==> src/rtl/vga_pkg.sv <==
// Shared VGA timing definitions: 640x480@60 defaults, counter type and range helper.
package vga_pkg;

  localparam int unsigned CNT_W       = 10;
  localparam int unsigned FRAME_CNT_W = 8;
  localparam int unsigned SYNC_STAGES = 2;

  // 640x480@60 timing, counted in 25 MHz pixel ticks and lines
  localparam int unsigned HPIXELS = 800;
  localparam int unsigned VLINES  = 525;
  localparam int unsigned HSYNC_W = 96;
  localparam int unsigned VSYNC_W = 2;
  localparam int unsigned HBP     = 144;
  localparam int unsigned HFP     = 784;
  localparam int unsigned VBP     = 35;
  localparam int unsigned VFP     = 515;

  typedef logic [CNT_W-1:0] cnt_t;

  // Half-open window test lo <= v < hi
  function automatic logic in_range(cnt_t v, cnt_t lo, cnt_t hi);
    return (v >= lo) && (v < hi);
  endfunction

endpackage

==> src/rtl/vga_clkdiv.sv <==
// Reset-release synchroniser and divide-by-two pixel tick generator.
module vga_clkdiv
  import vga_pkg::*;
(
  input  logic clk,
  input  logic clr_n,
  output logic pix_en,
  output logic run
);

  logic [SYNC_STAGES-1:0] sync;

  // Assert asynchronously, release through a two-flop chain
  always_ff @(posedge clk or negedge clr_n) begin
    if (!clr_n) begin
      sync <= '0;
    end else begin
      sync <= {sync[SYNC_STAGES-2:0], 1'b1};
    end
  end

  // Toggle divider: starts on the first stage so the tick lands on the second clk after release
  always_ff @(posedge clk or negedge clr_n) begin
    if (!clr_n) begin
      pix_en <= 1'b0;
    end else begin
      pix_en <= sync[0] & ~pix_en;
    end
  end

  // Counters may advance only once the full chain has released
  assign run = sync[SYNC_STAGES-1];

endmodule

==> src/rtl/vga_timing.sv <==
// VGA raster timing generator: pixel/line counters with registered sync and blanking.
// Optional frame counter output enabled by defining VGA_FRAME_CNT_EN.
module vga_timing
  import vga_pkg::cnt_t;
  import vga_pkg::in_range;
#(
  parameter int unsigned HPIXELS = vga_pkg::HPIXELS,
  parameter int unsigned VLINES  = vga_pkg::VLINES,
  parameter int unsigned HSYNC_W = vga_pkg::HSYNC_W,
  parameter int unsigned VSYNC_W = vga_pkg::VSYNC_W,
  parameter int unsigned HBP     = vga_pkg::HBP,
  parameter int unsigned HFP     = vga_pkg::HFP,
  parameter int unsigned VBP     = vga_pkg::VBP,
  parameter int unsigned VFP     = vga_pkg::VFP
) (
  input  logic       clk,
  input  logic       clr_n,
  output logic       pix_en,
  output logic [9:0] hc,
  output logic [9:0] vc,
  output logic       hsync,
  output logic       vsync,
  output logic       vidon,
  output logic       frame_start
`ifdef VGA_FRAME_CNT_EN
  ,
  output logic [7:0] frame_cnt
`endif
);

  logic run;
  logic tick_c;
  logic wrap_h_c;
  logic wrap_v_c;
  logic fs_c;
  cnt_t hc_nxt_c;
  cnt_t vc_nxt_c;

  vga_clkdiv u_clkdiv (
    .clk    (clk),
    .clr_n  (clr_n),
    .pix_en (pix_en),
    .run    (run)
  );

  // Next-state counters; >= compare keeps any stray value from escaping the range
  always_comb begin
    hc_nxt_c = hc;
    vc_nxt_c = vc;
    fs_c     = 1'b0;
    tick_c   = pix_en & run;
    wrap_h_c = hc >= cnt_t'(HPIXELS - 1);
    wrap_v_c = vc >= cnt_t'(VLINES - 1);
    if (tick_c) begin
      if (wrap_h_c) begin
        hc_nxt_c = '0;
        vc_nxt_c = wrap_v_c ? '0 : vc + cnt_t'(1);
        fs_c     = wrap_v_c;
      end else begin
        hc_nxt_c = hc + cnt_t'(1);
      end
    end
  end

  // Counters and decodes registered together so syncs align with hc/vc
  always_ff @(posedge clk or negedge clr_n) begin
    if (!clr_n) begin
      hc          <= '0;
      vc          <= '0;
      hsync       <= 1'b0;
      vsync       <= 1'b0;
      vidon       <= 1'b0;
      frame_start <= 1'b0;
    end else begin
      hc          <= hc_nxt_c;
      vc          <= vc_nxt_c;
      hsync       <= hc_nxt_c >= cnt_t'(HSYNC_W);
      vsync       <= vc_nxt_c >= cnt_t'(VSYNC_W);
      vidon       <= in_range(hc_nxt_c, cnt_t'(HBP), cnt_t'(HFP)) &&
                     in_range(vc_nxt_c, cnt_t'(VBP), cnt_t'(VFP));
      frame_start <= fs_c;
    end
  end

`ifdef VGA_FRAME_CNT_EN
  // Frames completed since reset, modulo 256
  always_ff @(posedge clk or negedge clr_n) begin
    if (!clr_n) begin
      frame_cnt <= '0;
    end else if (fs_c) begin
      frame_cnt <= frame_cnt + 8'd1;
    end
  end
`endif

endmodule
==> config.mk <==
export PLATFORM = sky130hd
export DESIGN_NAME = vga_timing
export DESIGN_NICKNAME = d
export VERILOG_FILES = /design/src/rtl/vga_pkg.sv /design/src/rtl/vga_clkdiv.sv /design/src/rtl/vga_timing.sv
export SDC_FILE = /design/constraint.sdc
export NUM_CORES = 1
export LEC_CHECK = 0
export CORE_MARGIN = 4
export CORE_UTILIZATION = 46
export CTS_CLUSTER_SIZE = 14
export DETAILED_ROUTE_END_ITERATION = 16
export GPL_TIMING_DRIVEN = 0
export HOLD_SLACK_MARGIN = 0.15
export PLACE_DENSITY = 0.75
export SYNTH_ARGS = -nofsm -noshare
export SYNTH_HDL_FRONTEND = slang
export SYNTH_SLANG_ARGS = --single-unit
==> constraint.sdc <==
create_clock -name clk -period 2 [get_ports clk]
set_input_delay 0.3 -clock clk [delete_from_list [all_inputs] [get_ports clk]]
set_output_delay 0.3 -clock clk [all_outputs]
set_load 0.01 [all_outputs]
==> run summary, run 1 <==
Total of max-cap violations: 0
Status: finished, violations left
Portion of the post-synthesis area used by sequential elements: 47.0%
Tightest slew margin relative to the limit: 19.3%
Post-placement cell count: 225
Post-detailed-routing wire length: 3700 um
Setup tns final: -0.526 ns
Non-filler cells, final: 248
Cell variety after synth: 41
Largest net degree at the start of global routing: 28
Final Setup Violations: 3
Setup Crit Path Kind: flip-flop to flip-flop
Starting density of the core: 47.4%
Clock buffers created by TritonCTS: 3
Met3 routing resource usage after global routing: 3.51%
Total Routing Usage GR: 18.7%
Number of nets in the synthesized netlist: 160
Number of global-route vias before repair: 1,392
Floorplan core area: 0.00303 mm2
Critical Path AT: 2.59 ns
Post-layout nets: 210
# rows: 20
Min-Delay Path Class: flip-flop to flip-flop
Power Dens Cells: 552 mW/mm2
Mapped Cells: 155
Max frequency: 0.427 GHz
Transition at the pin with the smallest max-transition slack: 1.21 ns
Gr ovfl total: 0
Max Fanout on Critical Path: 3
Floorplan die area: 0.00408 mm2
Average wire per cell in the routed design: 14.9 um
Fin util: 66.9%
Drt drc: 0
Top library cells by usage in the layout, fill and taps aside: clkdlybuf4s50_1, dfrtp_1, buf_4
Sinks on Clock Net: 27
Initial antenna violation count: 0
Endpoint required time on the critical path: 2.24 ns
Number of buffer cells added on primary ports: 26
Root buffer cell: clkbuf_4
Floorplan die height: 63.9 um
First-pass GRT wire length: 6140 um
Total leakage power: 0.000842 uW
Synthesized area per cell: 9.27 um2
Detailed router's first-iteration violation count: 79
Routed vias: 1,393
Final period utilization: 117%
Area overhead of the layout relative to synthesis: 41.0%
Met2 track demand over resource: 32.1%
Crit path time final: 2.34 ns
Post-place setup slack: -0.598 ns
Clk_skew: 0.00234 ns
Met1 usage in global routing: 22.9%
Final Hold Vio Count: 0
Overall Power: 1120 uW
Synthesis-stage register bit count: 27
Number of buffers on the longest clock path: 2
Sum of net half-perimeters after detailed placement: 2370 um
Total count of max-transition violations in the final report: 0
Most common cell after layout, fill and taps aside: clkdlybuf4s50_1
Drt via density: 5.62
Hold-fix buffer count after cts: 0
Number of iterations in the first detailed-routing pass: 4
Clock tree from TritonCTS: built
Share of cells above drive strength 1: 27.0%
Global-route layer with the greatest usage: met2
Category of the worst setup path capture point: flip-flop
Ant. Diodes: 0
Final critical-path setup slack: -0.344 ns
Number of warnings reported in the yosys synthesis log: 0
Worst-skew pair later-pin latency: 0.31 ns
Routability cong.: 0.843
Count of pins on the block boundary: 27
H-Tree Depth: 1
Worst ir drop on vdd: 0.369 mV
Kind of launch point of the worst setup path: flip-flop
RSZ-0062 raised after global routing: yes
Number of nets with antenna violations after detailed routing: 0
Total standard cell area after synthesis: 0.00144 mm2
Clock-pin slew of the registers on the worst-case setup and hold paths: 0.14 ns
Failing checks: negative setup slack
Die W: 63.9 um
[power by group]
part	leakage (uW)	switching, uW	internal (uW)
logic	0.000472	129	135
registers	0.000356	41.2	585
clock network	0.0000150	151	77.9
[flip-flops by register name, indices dropped and copies added, names as in the netlist]
signal and cells:
hc 10, vc 10, u_clkdiv.sync 2, frame_start 1, hsync 1, u_clkdiv.pix_en 1, vidon 1, vsync 1
[cell families (layout without fill, tap and decap cells)]
family	count (synthesis)	count (layout)	synth area share, %
and+or+nand+nor	72	72	26.0
other	1	1	0.261
DFF	27	27	47.0
xor gates and xnor gates	3	3	1.83
muxes	1	1	0.697
adders and majority gates	3	3	2.61
buffers and inverters	13	62	3.48
AOI/OAI and AO/OA	35	35	18.1
[synth_stat cells, drive strengths merged]
library cell | count | area [um2]
dfrtp | 27 | 676
nand2 | 17 | 66.3
inv | 11 | 41.3
nand3 | 11 | 55.1
nor2 | 10 | 37.5
a21oi | 8 | 40.0
nor3 | 8 | 40.0
o21ai | 8 | 43.8
nand4 | 7 | 43.8
or2 | 6 | 37.5
ha | 3 | 37.5
o21a | 3 | 22.5
o31ai | 3 | 36.3
or3 | 3 | 18.8
or4 | 3 | 26.3
xnor2 | 3 | 26.3
a21o | 2 | 15.0
a22o | 2 | 17.5
nor2b | 2 | 12.5
nor4 | 2 | 12.5
o2bb2ai | 2 | 23.8
a211o | 1 | 8.76
a211oi | 1 | 12.5
a221o | 1 | 11.3
a31oi | 1 | 6.26
and2 | 1 | 6.26
and3 | 1 | 7.51
and4 | 1 | 8.76
buf | 1 | 5.00
clkbuf | 1 | 3.75
conb | 1 | 3.75
mux2i | 1 | 10.0
o211ai | 1 | 7.51
o22ai | 1 | 6.26
o31a | 1 | 8.76
[timing repair]
item	4_1_cts	5_1_grt
setup endpoints to repair	5	6
gates resized for setup	5	14
cloned	0	0
pin swaps	9	14
setup buffers	13	6
[critical path, cell delays in order, from the launching register on]
cell and delay, ns:
dfrtp_2 0.44, or4_4 0.54, o31a_1 0.31, or4_4 0.44, o21ai_4 0.09, nor3_2 0.08, or2_1 0.20, a31oi_1 0.17
[area by class of cell]
cell class / instances / area [um2]
clock buffer: 4 / 26.3
fill: 235 / 1000
multi-input combinational: 115 / 802
sequential: 27 / 679
tap: 44 / 55.1
buffer: 2 / 18.8
timing repair buffer: 45 / 403
inverter: 11 / 41.3
[layer usage]
layer	share of wire [%]	vias up	routed length (um)
met5	0	-	0
met4	1.0	0	37
met3	4.3	10	159
met2	51	43	1880
met1	44	686	1620
li1	-	654	-
[final timing paths]
check | start | end | slack, ns | cells past startpoint
max in group asynchronous | clr_n | vc[0] | 0.60 | 1
max | vc[5] | vidon | -0.34 | 7
min in group asynchronous | clr_n | hc[4] | 0.61 | 1
min | u_clkdiv.sync[0] | u_clkdiv.sync[1] | 0.38 | 0
min reg2reg | u_clkdiv.sync[0] | u_clkdiv.sync[1] | 0.38 | 0
max reg2reg | vc[5] | vidon | -0.34 | 7
[metrics by stage]
stage | area (um2) | hold WS [ns]
floorplan | 1460 | 0.00441
global placement | 1780 | 0.349
detailed placement | 1780 | 0.354
CTS | 1930 | 0.387
global route | 2030 | 0.397
finish | 2030 | 0.382
Power figures use the tool's default switching activity.
==> run 2: changes to the inputs <==
--- a/config.mk
+++ b/config.mk
@@ -5,13 +5,16 @@
 export SDC_FILE = /design/constraint.sdc
 export NUM_CORES = 1
 export LEC_CHECK = 0
+export CELL_PAD_IN_SITES_DETAIL_PLACEMENT = 1
+export CELL_PAD_IN_SITES_GLOBAL_PLACEMENT = 2
 export CORE_MARGIN = 4
-export CORE_UTILIZATION = 46
+export CORE_UTILIZATION = 28
 export CTS_CLUSTER_SIZE = 14
 export DETAILED_ROUTE_END_ITERATION = 16
 export GPL_TIMING_DRIVEN = 0
 export HOLD_SLACK_MARGIN = 0.15
-export PLACE_DENSITY = 0.75
+export PLACE_DENSITY_LB_ADDON = 0.1
+export SETUP_SLACK_MARGIN = 0.3
 export SYNTH_ARGS = -nofsm -noshare
 export SYNTH_HDL_FRONTEND = slang
 export SYNTH_SLANG_ARGS = --single-unit
==> run 2 against run 1 <==
Compared with the run above:
- the run still ends with negative setup slack left
- total power grew 10%
- hold slack gained 0.0022 ns
- wire length grew 36%
- via count rose by 5.9%
- utilization is 17 points lower
- sequential share of layout area shrank 5.2 points
- final area grew 19%
- non-clock buffer count up 18
- clock skew is 0.0047 ns higher
- clock-buffer cell count stayed put
- largest cell class unchanged
==> run summary, run 2 (synthesized netlist as in run 1, its figures left out) <==
Status: finished, violations left
Failing checks: negative setup slack
Number of global-route vias before repair: 1,604 (+15%)
Final period utilization: 120% (+2.3 points)
Relative contribution of sequential cells to total power: 51.0% (-5.0 points)
Total leakage power: 0.00104 uW (+23%)
Final Setup Violations: 4 (+1)
Largest registers ranked by flip-flop count: hc x10, vc x10, u_clkdiv.sync x2
Number of iterations in the first detailed-routing pass: 4 (unchanged)
Tightest slew margin relative to the limit: 56.8% (+37 points)
Floorplan die height: 79.6 um (+25%)
Worst hold slack: 0.385 ns (+0.00222 ns)
Initial antenna violation count: 0 (unchanged)
Share of cells above drive strength 1: 41.4% (+14 points)
Top library cells by usage in the layout, fill and taps aside: clkdlybuf4s50_1, buf_4, dfrtp_1
Gr ovfl total: 0 (unchanged)
Sinks on Clock Net: 27 (unchanged)
Floorplan core area: 0.00485 mm2 (+60%)
Final Hold Vio Count: 0 (unchanged)
Relative contribution of combinational cells to total power: 23.2% (-0.4 points)
Area overhead of the layout relative to synthesis: 67.6%
Clock-pin slew of the registers on the worst-case setup and hold paths: 0.10 ns (-0.04 ns)
Critical register-to-register path endpoint: vidon
Overall Power: 1230 uW (+10%)
Number of nets with antenna violations after detailed routing: 0 (unchanged)
Crit path time final: 2.39 ns (+0.0463 ns)
Post-Layout Inst Area: 0.00241 mm2 (+19%)
Critical register-to-register path startpoint: vc[5]
Average wire per cell in the routed design: 17.4 um (+16%)
RSZ-0062 raised after global routing: yes
Total Routing Usage GR: 16.2% (-2.5 points)
Switching part of the total: 28.8% (+0.14 points)
Routed vias: 1,475 (+5.9%)
Setup Crit Path Kind: flip-flop to flip-flop
Max frequency: 0.418 GHz (-1.9%)
Kind of launch point of the worst setup path: flip-flop
Min-Delay Path Class: flip-flop to flip-flop
Post-layout nets: 228 (+8.6%)
Most common cell after layout, fill and taps aside: clkdlybuf4s50_1
Total count of max-transition violations in the final report: 0 (unchanged)
# rows: 25 (+25%)
Origin of the worst min-delay path: u_clkdiv.sync[0]
Clock buffers created by TritonCTS: 3 (unchanged)
Count of pins on the block boundary: 27 (unchanged)
Final critical-path setup slack: -0.390 ns (-0.0463 ns)
Die W: 79.6 um (+25%)
Drt via density: 5.10 (-9.1%)
Endpoint required time on the critical path: 2.19 ns (-0.05 ns)
Total of max-cap violations: 0 (unchanged)
Fin util: 49.7% (-17 points)
Root buffer cell: clkbuf_8
Category of the worst setup path capture point: flip-flop
Routability cong.: 0.784 (-7.0%)
Internal power of the cells: 877 uW (+9.9%)
Detailed router's first-iteration violation count: 24 (-70%)
Endpoint of the worst setup timing path: vidon
Sum of net half-perimeters after detailed placement: 3070 um (+30%)
Number of buffer cells added on primary ports: 26 (unchanged)
Internal reg-to-reg setup slack: -0.39 ns (-0.05 ns)
Worst Reg-to-Reg Cells: 8 (+1)
Post-detailed-routing wire length: 5020 um (+36%)
CP Launch Point: vc[5]
Setup tns final: -0.820 ns (-0.294 ns)
Floorplan die area: 0.00634 mm2 (+55%)
Drt drc: 0 (unchanged)
Max Fanout on Critical Path: 3 (unchanged)
First-pass GRT wire length: 8020 um (+31%)
Power Dens Cells: 512 mW/mm2 (-7.3%)
Worst-skew pair later-pin latency: 0.27 ns (-0.04 ns)
Largest net degree at the start of global routing: 28 (unchanged)
Portion of total power attributed to the clock network: 25.8% (+5.4 points)
Worst ir drop on vdd: 0.291 mV (-21%)
Net switching power: 355 uW (+11%)
Critical Path AT: 2.58 ns (about the same)
Placed Area: 0.00181 mm2 (+2.0%)
Ant. Diodes: 0 (unchanged)
Number of buffers on the longest clock path: 2 (unchanged)
Starting density of the core: 29.6% (-18 points)
H-Tree Depth: 1 (unchanged)
Transition at the pin with the smallest max-transition slack: 0.649 ns (-0.559 ns)
Clk_skew: 0.00700 ns (+0.00466 ns)
Clock tree from TritonCTS: built
==> run 2: cell count changes in the layout (fill, tap and decap cells not counted), sizes merged <==
cell	change
dlygate4sd3	+1
dlymetal6s2s	+2
buf	+18
clkdlybuf4s50	-3
==> run 2: critical path: stages, from the launching register on <==
cell and delay [ns]:
dfrtp_2 0.43, or4_4 0.56, o31a_1 0.30, buf_6 0.14, nor2_4 0.11, o2bb2ai_2 0.17, nor4_2 0.10, or3_1 0.31
a31oi_1 0.19
==> run 2: worst min-delay path by stage <==
stage / endpoint / slack [ns] / depth (start not counted)
floorplan: frame_start / 0.004 / 0
global placement: u_clkdiv.sync[1] / 0.35 / 0
detailed placement: u_clkdiv.sync[1] / 0.37 / 0
CTS: u_clkdiv.sync[1] / 0.39 / 0
global route: u_clkdiv.sync[1] / 0.41 / 0
finish: u_clkdiv.sync[1] / 0.38 / 0
==> run 2: cell type report <==
type,count,area [um2]
Fill cell,540,2440
Clock buffer,4,45.0
Tap cell,67,83.8
Buffer,2,30.0
Timing Repair Buffer,63,601
Inverter,11,41.3
Multi-Input combinational cell,115,923
Sequential cell,27,683
==> run 2: stage by stage <==
stage | setup slack (ns) | cells
floorplan | -0.280 | 155
global placement | -0.808 | 248
detailed placement | -0.824 | 248
CTS | -0.380 | 276
global route | -0.502 | 289
finish | -0.390 | 289
==> run 2: power by group through the flow <==
| stage | Sequential [uW] | Combinational [uW] | Clock (uW) |
|---|---|---|---|
| detailed placement | 650 | 230 | 0 |
| finish | 628 | 286 | 318 |
| global route | 638 | 322 | 356 |
| global placement | 645 | 221 | 0 |
| CTS | 630 | 282 | 332 |
| floorplan | 655 | 95.5 | 0 |
==> run 2: what timing repair did <==
action                     in CTS  in global routing
pin swaps                      24                 10
hold buffers                    0                  1
buffers inserted               24                 12
setup endpoints to repair      21                 24
resized for setup              49                 21
hold endpoints to repair        0                 27
==> run 2: metal layers <==
layer | GRT usage (%) | vias to the layer above | wire, um
li1 | - | 687 | -
met4 | 3.61 | 0 | 65
met3 | 2.26 | 8 | 113
met2 | 30.4 | 25 | 2640
met5 | 0 | - | 0
met1 | 19.5 | 755 | 2200
==> run 3: changes to the inputs <==
--- a/config.mk
+++ b/config.mk
@@ -5,11 +5,12 @@
 export SDC_FILE = /design/constraint.sdc
 export NUM_CORES = 1
 export LEC_CHECK = 0
+export ABC_AREA = 1
 export CELL_PAD_IN_SITES_DETAIL_PLACEMENT = 1
 export CELL_PAD_IN_SITES_GLOBAL_PLACEMENT = 2
 export CORE_MARGIN = 4
-export CORE_UTILIZATION = 28
-export CTS_CLUSTER_SIZE = 14
+export CORE_UTILIZATION = 26
+export CTS_CLUSTER_SIZE = 12
 export DETAILED_ROUTE_END_ITERATION = 16
 export GPL_TIMING_DRIVEN = 0
 export HOLD_SLACK_MARGIN = 0.15
==> run 3 against run 2 <==
Compared with the run above:
- the flow now finishes without violations
- fmax up 26%
- flip-flop and latch count unchanged
- clock power up 3%
- global-route usage down 1.6 points
- cell count up 19%
- clock skew up 0.0038 ns
- combinational power down 7%
==> run summary, run 3 <==
Status: finished clean
Number of iterations in the first detailed-routing pass: 4 (unchanged)
Final Setup Violations: 0 (-4)
Commonest register cell after synthesis: dfrtp_1
Number of buffer cells added on primary ports: 26 (unchanged)
Async SR Flop Fraction: 100% (unchanged)
Routability cong.: 0.738 (-6.0%)
Fin util: 38.8% (-11 points)
Final Hold Vio Count: 0 (unchanged)
Post-synth EDFFs: 0 (unchanged)
Clock-pin slew of the registers on the worst-case setup and hold paths: 0.10 ns (about the same)
Most frequent cell after synthesis: nand2_1
Total leakage power: 0.00121 uW (+17%)
Die W: 86.5 um (+8.6%)
Synth area leader: dfrtp_1
Root buffer cell: clkbuf_8
Detailed router's first-iteration violation count: 15 (-38%)
Sum of net half-perimeters after detailed placement: 3710 um (+21%)
Clk_skew: 0.0108 ns (+0.00375 ns)
Power Dens Cells: 536 mW/mm2 (+4.7%)
Average wire per cell in the routed design: 14.6 um (-16%)
Routed vias: 1,582 (+7.3%)
Total standard cell area after synthesis: 0.00160 mm2 (+11%)
Sinks on Clock Net: 27 (unchanged)
Setup tns final: 0 ns (+0.820 ns)
Number of nets in the synthesized netlist: 230 (+44%)
# rows: 28 (+12%)
Share of cells above drive strength 1: 25.2% (-16 points)
Floorplan die area: 0.00747 mm2 (+18%)
Internal reg-to-reg setup slack: 0.10 ns (+0.49 ns)
Count of pins on the block boundary: 27 (unchanged)
Total Routing Usage GR: 14.6% (-1.6 points)
Critical Path AT: 2.08 ns (-0.50 ns)
Leading post-synthesis cells by instance count: nand2_1, inv_1, nand3_1
Number of fill cells: 733 (+36%)
Area contributors post-synth: dfrtp_1, nand2_1, nand3_1, inv_1, nor2_1
Worst ir drop on vdd: 0.327 mV (+12%)
Tightest slew margin relative to the limit: 55.6% (-1.2 points)
H-Tree Depth: 1 (unchanged)
Number of nets with antenna violations after detailed routing: 0 (unchanged)
Worst-skew pair later-pin latency: 0.28 ns (about the same)
Drt drc: 0 (unchanged)
Largest net degree at the start of global routing: 28 (unchanged)
Floorplan die height: 86.5 um (+8.6%)
Crit path time final: 1.90 ns (-0.491 ns)
Mapped Cells: 225 (+45%)
Total count of max-transition violations in the final report: 0 (unchanged)
Clock buffers created by TritonCTS: 3 (unchanged)
Setup Crit Path Kind: flip-flop to flip-flop
Drt via density: 4.59 (-10%)
Category of the worst setup path capture point: flip-flop
Largest registers ranked by flip-flop count: hc x10, vc x10, u_clkdiv.sync x2
Synthesis-stage register bit count: 27 (unchanged)
Synthesized area per cell: 7.11 um2 (-23%)
Endpoint required time on the critical path: 2.18 ns (about the same)
Most common cell after layout, fill and taps aside: nand2_1
Total of max-cap violations: 0 (unchanged)
Number of global-route vias before repair: 1,666 (+3.9%)
Number of warnings reported in the yosys synthesis log: 0 (unchanged)
Clock tree from TritonCTS: built
Max Fanout on Critical Path: 5 (+2)
Initial antenna violation count: 0 (unchanged)
Portion of the post-synthesis area used by sequential elements: 42.2% (-4.8 points)
Post-detailed-routing wire length: 5040 um (+0.36%)
Cell variety after synth: 24 (-41%)
Area overhead of the layout relative to synthesis: 44.3%
Starting density of the core: 26.9% (-2.8 points)
Floorplan core area: 0.00596 mm2 (+23%)
Transition at the pin with the smallest max-transition slack: 0.667 ns (+0.0182 ns)
Kind of launch point of the worst setup path: flip-flop
Area share of the leading cell type in the synthesized netlist: 42.2% (-4.8 points)
Number of buffers on the longest clock path: 2 (unchanged)
RSZ-0062 raised after global routing: yes
Max frequency: 0.527 GHz (+26%)
Gr ovfl total: 0 (unchanged)
First-pass GRT wire length: 8610 um (+7.4%)
Ant. Diodes: 0 (unchanged)
Post-layout nets: 276 (+21%)
Final period utilization: 95.0% (-25 points)
Min-Delay Path Class: flip-flop to flip-flop
Top library cells by usage in the layout, fill and taps aside: nand2_1, inv_1, clkdlybuf4s50_1
## run 3: power by group
part | switching, uW | internal (uW) | leakage (uW) | total, uW
sequential | 53.7 | 587 | 0.000358 | 641
clock | 186 | 143 | 0.0000228 | 329
combinational | 129 | 138 | 0.000834 | 267
total | 368 | 869 | 0.00121 | 1240
## run 3: path summary, 6_finish.rpt
| check | cells after the start | start | to |
|---|---|---|---|
| worst min-delay path | 0 | u_clkdiv.sync[0] | u_clkdiv.sync[1] |
| worst max register to register | 14 | hc[0] | vidon |
| max in group asynchronous | 2 | clr_n | vc[2] |
| min in group asynchronous | 2 | clr_n | vc[9] |
| worst min register to register | 0 | u_clkdiv.sync[0] | u_clkdiv.sync[1] |
| worst max-delay path | 14 | hc[0] | vidon |
## run 3: stage by stage
step	total power (uW)	instance area, um2	hold WS (ns)	std cells	setup WS [ns]
after floorplan	744	1610	0.00441	225	0.220
final	1240	2310	0.379	345	0.101
after detailed placement	867	1960	0.362	326	-0.217
after global routing	1320	2310	0.396	345	-0.0715
after CTS	1260	2210	0.386	341	0.0824
after global placement	863	1960	0.360	326	-0.202
## run 3: layout make-up
class,count,area [um2],share of cell area [%]
timing repair buffer,41,409,17.7
clock buffer,4,45.0,1.95
multi-input combinational,153,896,38.8
inverter,43,161,6.99
tap,75,93.8,4.06
buffer,2,22.5,0.975
sequential,27,682,29.5
## run 3: cell families after synthesis
logic type	share of synthesized area, %
flops	42.2
simple gates	38.6
other cells	0.234
fa+ha+maj	2.35
compound gates	5.47
buf+inv	11.1
## run 3: worst max-delay path, stage by stage (launching register included)
cell and delay (ns):
dfrtp_2 0.41, ha_4 0.15, nand2_4 0.06, inv_2 0.07, nand2_2 0.06, nand2_4 0.08
nand3_4 0.11, buf_12 0.15, buf_16 0.13, o21ai_2 0.13, nand2_2 0.08, nand4_1 0.14
nor2_2 0.04, nor2_1 0.12, nor2_1 0.05
## run 3: per-layer routing
| metal | wire length, um | up-vias | track usage [%] |
|---|---|---|---|
| li1 | - | 802 | - |
| met3 | 112 | 5 | 2.00 |
| met5 | 0 | - | 0 |
| met2 | 2430 | 19 | 24.4 |
| met1 | 2450 | 756 | 20.3 |
| met4 | 46 | 0 | 2.97 |
## run 3: timing repair
action,in CTS,in global routing
endpoints found under the setup margin,12,10
hold endpoints to repair,0,27
resized for setup,21,21
cloned,1,0
setup buffers,10,3
pin swaps,9,9
hold buffers,0,1
